**config.mk**
```make
export PLATFORM = sky130hd
export DESIGN_NAME = edge_detector_multi
export DESIGN_NICKNAME = d
export VERILOG_FILES = /design/src/rtl/edge_det_pkg.sv /design/src/rtl/edge_chan.sv /design/src/rtl/edge_detector_multi.sv
export SDC_FILE = /design/constraint.sdc
export NUM_CORES = 1
export LEC_CHECK = 0
export CORE_ASPECT_RATIO = 0.75
export CORE_MARGIN = 2
export CORE_UTILIZATION = 55
export DETAILED_ROUTE_END_ITERATION = 16
export DONT_BUFFER_PORTS = 1
export GPL_TIMING_DRIVEN = 0
export HOLD_SLACK_MARGIN = 0.08
export PLACE_DENSITY = 0.83
export SLEW_MARGIN = 20
export SYNTH_ARGS = -nofsm -noshare
export SYNTH_HDL_FRONTEND = slang
export SYNTH_SLANG_ARGS = --single-unit
```
**constraint.sdc**
```tcl
create_clock -name clk -period 1.25 [get_ports clk]
set_input_delay 0.3125 -clock clk [delete_from_list [all_inputs] [get_ports clk]]
set_output_delay 0.3125 -clock clk [all_outputs]
set_load 0.03 [all_outputs]
```
**src/rtl/edge_det_pkg.sv**
```systemverilog
// Shared definitions for the multi-channel edge detector: edge-select
// encodings and the edge qualification helper.
package edge_det_pkg;

  typedef enum logic [1:0] {
    MODE_RISE = 2'b00,
    MODE_FALL = 2'b01,
    MODE_BOTH = 2'b10,
    MODE_OFF  = 2'b11
  } edge_mode_e;

  // Decides whether a filtered level change toward new_lvl is reported.
  function automatic logic edge_qualify(edge_mode_e m, logic chg, logic new_lvl);
    logic q;
    q = 1'b0;
    unique case (m)
      MODE_RISE: q = chg & new_lvl;
      MODE_FALL: q = chg & ~new_lvl;
      MODE_BOTH: q = chg;
      MODE_OFF:  q = 1'b0;
    endcase
    return q;
  endfunction

endpackage

```
**src/rtl/edge_chan.sv**
```systemverilog
// One edge-detector channel: synchroniser, debounce filter, edge
// qualification and sticky event bit.
module edge_chan
  import edge_det_pkg::*;
#(
  parameter int unsigned SYNC_STAGES = 2,
  parameter int unsigned DEBOUNCE    = 4
) (
  input  logic       clk,
  input  logic       rst,
  input  logic       data_in,
  input  logic [1:0] mode,
  input  logic       clr,
  output logic       level_out,
  output logic       pulse_out,
  output logic       sticky,
  output logic       sticky_nxt
);

  logic [SYNC_STAGES-1:0] sync_q;
  logic                   sync;
  logic                   deb_level;
  logic                   change;
  logic                   pulse_nxt;

  always_ff @(posedge clk) begin
    if (rst) sync_q <= '0;
    else     sync_q <= {sync_q[SYNC_STAGES-2:0], data_in};
  end

  assign sync = sync_q[SYNC_STAGES-1];

  // With filtering, the debounced level is registered and the output stage
  // reports its change one edge later; without filtering the synchroniser
  // output feeds the output stage directly, keeping latency at
  // SYNC_STAGES+DEBOUNCE+1 in both cases.
  if (DEBOUNCE == 0) begin : g_nodeb
    assign deb_level = sync;
  end else begin : g_deb
    localparam int unsigned CW = (DEBOUNCE > 1) ? $clog2(DEBOUNCE + 1) : 1;
    localparam logic [CW-1:0] CNT_LAST = CW'(DEBOUNCE - 1);

    logic [CW-1:0] cnt;
    logic          lvl;

    always_ff @(posedge clk) begin
      if (rst) begin
        cnt <= '0;
        lvl <= 1'b0;
      end else if (sync == lvl) begin
        cnt <= '0;
      end else if (cnt == CNT_LAST) begin
        lvl <= sync;
        cnt <= '0;
      end else begin
        cnt <= cnt + CW'(1);
      end
    end

    assign deb_level = lvl;
  end

  always_comb begin
    change     = deb_level ^ level_out;
    pulse_nxt  = edge_qualify(edge_mode_e'(mode), change, deb_level);
    sticky_nxt = (sticky & ~clr) | pulse_nxt;
  end

  always_ff @(posedge clk) begin
    if (rst) begin
      level_out <= 1'b0;
      pulse_out <= 1'b0;
      sticky    <= 1'b0;
    end else begin
      level_out <= deb_level;
      pulse_out <= pulse_nxt;
      sticky    <= sticky_nxt;
    end
  end

endmodule

```
**src/rtl/edge_detector_multi.sv**
```systemverilog
// Multi-channel edge detector: WIDTH independent channels plus a
// registered interrupt from enabled sticky flags.
module edge_detector_multi
  import edge_det_pkg::*;
#(
  parameter int unsigned WIDTH       = 8,
  parameter int unsigned SYNC_STAGES = 2,
  parameter int unsigned DEBOUNCE    = 4
) (
  input  logic             clk,
  input  logic             rst,
  input  logic [WIDTH-1:0] data_in,
  input  logic [1:0]       mode,
  input  logic [WIDTH-1:0] clr,
  input  logic [WIDTH-1:0] irq_en,
  output logic [WIDTH-1:0] level_out,
  output logic [WIDTH-1:0] pulse_out,
  output logic [WIDTH-1:0] sticky,
  output logic             irq
);

  logic [WIDTH-1:0] sticky_nxt;

  for (genvar i = 0; i < WIDTH; i++) begin : g_chan
    edge_chan #(
      .SYNC_STAGES(SYNC_STAGES),
      .DEBOUNCE   (DEBOUNCE)
    ) u_chan (
      .clk       (clk),
      .rst       (rst),
      .data_in   (data_in[i]),
      .mode      (mode),
      .clr       (clr[i]),
      .level_out (level_out[i]),
      .pulse_out (pulse_out[i]),
      .sticky    (sticky[i]),
      .sticky_nxt(sticky_nxt[i])
    );
  end

  // Built from next-state sticky so irq moves on the same edge as sticky.
  always_ff @(posedge clk) begin
    if (rst) irq <= 1'b0;
    else     irq <= |(sticky_nxt & irq_en);
  end

endmodule

```
==> out/metrics.yaml <==
first_pass_iters: 4
max_clock_freq_ghz: 0.733
sw_frac_of_total_pct: 21.0
path_max_fanout: 7
grt_max_degree: 12
cp_slowest_cell: "dfxtp_1"
critical-path-max-stage-delay_ns: 0.31
diodes: 0
routed_via_density: 4.87
syn-num-nets: 359
async_reset_ff_share_pct: 0
critPathKind: "flop to flop"
grt_usage_pct: 19.0
drive_gt1_share_pct: 18.1
overflow: 0
crit_arrival_ns: 1.60
start_util_pct: 56.2
status: "complete, but fails checks"
antenna_found_initial: 0
drv_slew: 0
grt_pass1_vias: 1853
p_total_mw: 4.14
cts_tree: "done"
grt_first_pass_wirelength_um: 8200
vias: 1981
pwr-share-seq_pct: 57.3
clk_latency_ns: 0.34
irDropWorstVdd_mv: 0.790
numCtsBuffers: 9
drc: 0
path_cells: "clkbuf_2 > o22ai_1 > nor4_1 > nor3_1 > a211o_1"
p_int_mw: 3.27
synth-main-ff-cell: "dfxtp_1"
final_core_util_pct: 62.2
rsz0062_at_grt: "yes"
final_hold_viol_count: 0
cp-end-kind: "flop"
row_count: 23
cts-root-buf: "clkbuf_8"
dpl.hpwl_um: 3730
die_w_um: 88.4
postRouteAntennaNets: 0
cts_sinks: 73
syn_avg_cell_area_sq_um: 9.34
die_area_sq_mm: 0.00596
htreeDepth: 3
cp-start-kind: "flop"
synth-seq-area-share_pct: 49.7
cts_buffer_depth: 2
min_path_type: "input port to flop"
post_dp_cell_area_sq_mm: 0.00305
final_area_sq_mm: 0.00326
synthCells: 315
powerDensity_mw_per_mm2: 1270
leakage_nw: 1.34
power_switching_uw: 868
post-route-min-period_ns: 1.36
tns_ns: -1.40
post_cts_buffers: 0
ios: 53
synth_cell_types: 32
post-route-period-util_pct: 109
port_buffers: 0
drv_cap: 0
wl_per_cell_um: 12.7
crit_required_ns: 1.48
nNetsFinal: 372
coreArea_sq_mm: 0.00524
relSlewSlack_pct: 64.5
yosysWarnings: 0
setup_viol: 25
pwr-share-clk_pct: 39.5
die_h_um: 67.3
tightest_slew_ns: 0.532
worst_slack_ns: -0.114
skew_ns: 0.00573
synth_edf_count: 0
violations: "negative setup slack"
comb_power_share_pct: 3.2
syn_area_sq_mm: 0.00294
ys_seq_elements: 73
postRouteWirelength_um: 5150
gp_congestion: 0.822
fill_cells: 473
clk_pin_slew_ns: 0.07
syn2layout_area_growth_pct: 10.8
first_iter_violations: 77
==> synthesized netlist by cell type, drive strengths merged (3+ instances only) <==
library cell | count | share of area (%)
ha | 16 | 6.8
dfxtp | 73 | 50
a21oi | 15 | 2.6
buf | 28 | 6.9
nand2 | 15 | 1.9
or3 | 8 | 1.7
mux2i | 8 | 2.7
nand2b | 8 | 1.7
clkbuf | 10 | 1.6
nor2b | 23 | 4.9
o22ai | 3 | 0.64
nand3b | 3 | 0.77
xnor2 | 8 | 2.4
inv | 22 | 2.8
a31oi | 4 | 1.4
nor2 | 58 | 7.6
==> worst max-delay path: cells and delay by family, from the launching register on <==
kind	cells	cell delay, ns
buffers and inverters	1	0.17
AOI/OAI and AO/OA	2	0.39
DFF	1	0.31
and+or+nand+nor	2	0.39
==> sequential cells by signal, indices dropped and copies added, names as in the netlist <==
name,flops
irq,1
g_chan.u_chan.pulse_out,8
g_chan.u_chan.sync_q,16
g_chan.u_chan.deb_level,8
g_chan.u_chan.level_out,8
g_chan.u_chan.g_deb.cnt,24
g_chan.u_chan.sticky,8
==> power by group through the flow <==
| stage | Combinational [mW] | Sequential, mW | Clock, mW |
|---|---|---|---|
| after floorplan | 0.0999 | 2.42 | 0 |
| after global placement | 0.126 | 2.42 | 0 |
| after detailed placement | 0.129 | 2.42 | 0 |
| after CTS | 0.136 | 2.37 | 1.69 |
| after global routing | 0.151 | 2.37 | 1.77 |
| final | 0.134 | 2.37 | 1.64 |
==> path summary, 6_finish.rpt <==
path | start | end | slack [ns] | cells past startpoint
worst max register to register | g_chan[2].u_chan.deb_level | irq | -0.11 | 5
worst min-delay path | data_in[4] | g_chan[4].u_chan.sync_q[0] | 0.10 | 1
worst min register to register | g_chan[4].u_chan.g_deb.cnt[0] | g_chan[4].u_chan.g_deb.cnt[0] | 0.42 | 1
worst max-delay path | g_chan[2].u_chan.deb_level | irq | -0.11 | 5
==> cells by family (layout without fill, tap and decap cells) <==
family                   after synthesis  after routing  synth area share [%]
multiplexers                           8              8                  2.72
AO/OA/AOI/OAI                         27             27                  6.25
flip-flops                            73             73                  49.7
adder cells (fa/ha/maj)               16             16                  6.81
buffers and inverters                 60             77                  11.3
AND/OR/NAND/NOR                      122            122                  19.9
XOR/XNOR                               9              9                  3.32
==> per-stage QoR <==
step,setup slack [ns],std cells,hold slack (ns)
floorplan,0.00324,315,0.399
global placement,-0.199,390,0.407
detailed placement,-0.197,390,0.414
CTS,-0.115,407,0.0802
global route,-0.179,407,0.0982
finish,-0.114,407,0.103
==> cell type report <==
class | instances | area, sq um | area share [%]
Multi-Input combinational cell | 182 | 1150 | 35.3
Timing Repair Buffer | 2 | 20.0 | 0.614
Sequential cell | 73 | 1470 | 45.2
Clock buffer | 12 | 165 | 5.07
Inverter | 22 | 82.6 | 2.53
Clock inverter | 3 | 15.0 | 0.461
Tap cell | 75 | 93.8 | 2.88
Buffer | 38 | 262 | 8.03
==> metal layers <==
metal,GRT usage [%],vias up,routed length (um)
met5,0,-,0
met4,8.14,0,95
met3,8.56,7,424
met2,31.0,72,2390
met1,21.7,894,2240
li1,-,1008,-
==> cells in the final DEF (no fill, tap or decap), types with 6 or more instances in the layout <==
cell	synthesis	layout
nor2b_1	23	23
dfxtp_1	73	65
clkbuf_2	7	6
ha_1	16	16
or3_1	8	8
nand2b_1	8	8
mux2i_1	8	8
a21oi_1	15	15
dfxtp_2	0	8
buf_4	24	24
xnor2_1	8	8
inv_1	22	22
clkbuf_8	0	13
nor2_1	56	56
nand2_1	15	15
==> timing repair <==
action,4_1_cts,5_1_grt
hold endpoints to repair,2,0
hold buffers,2,0
endpoints found under the setup margin,29,29
pin swaps,0,0
resized for setup,4,4
No activity file was read; power rests on OpenSTA's default activity.
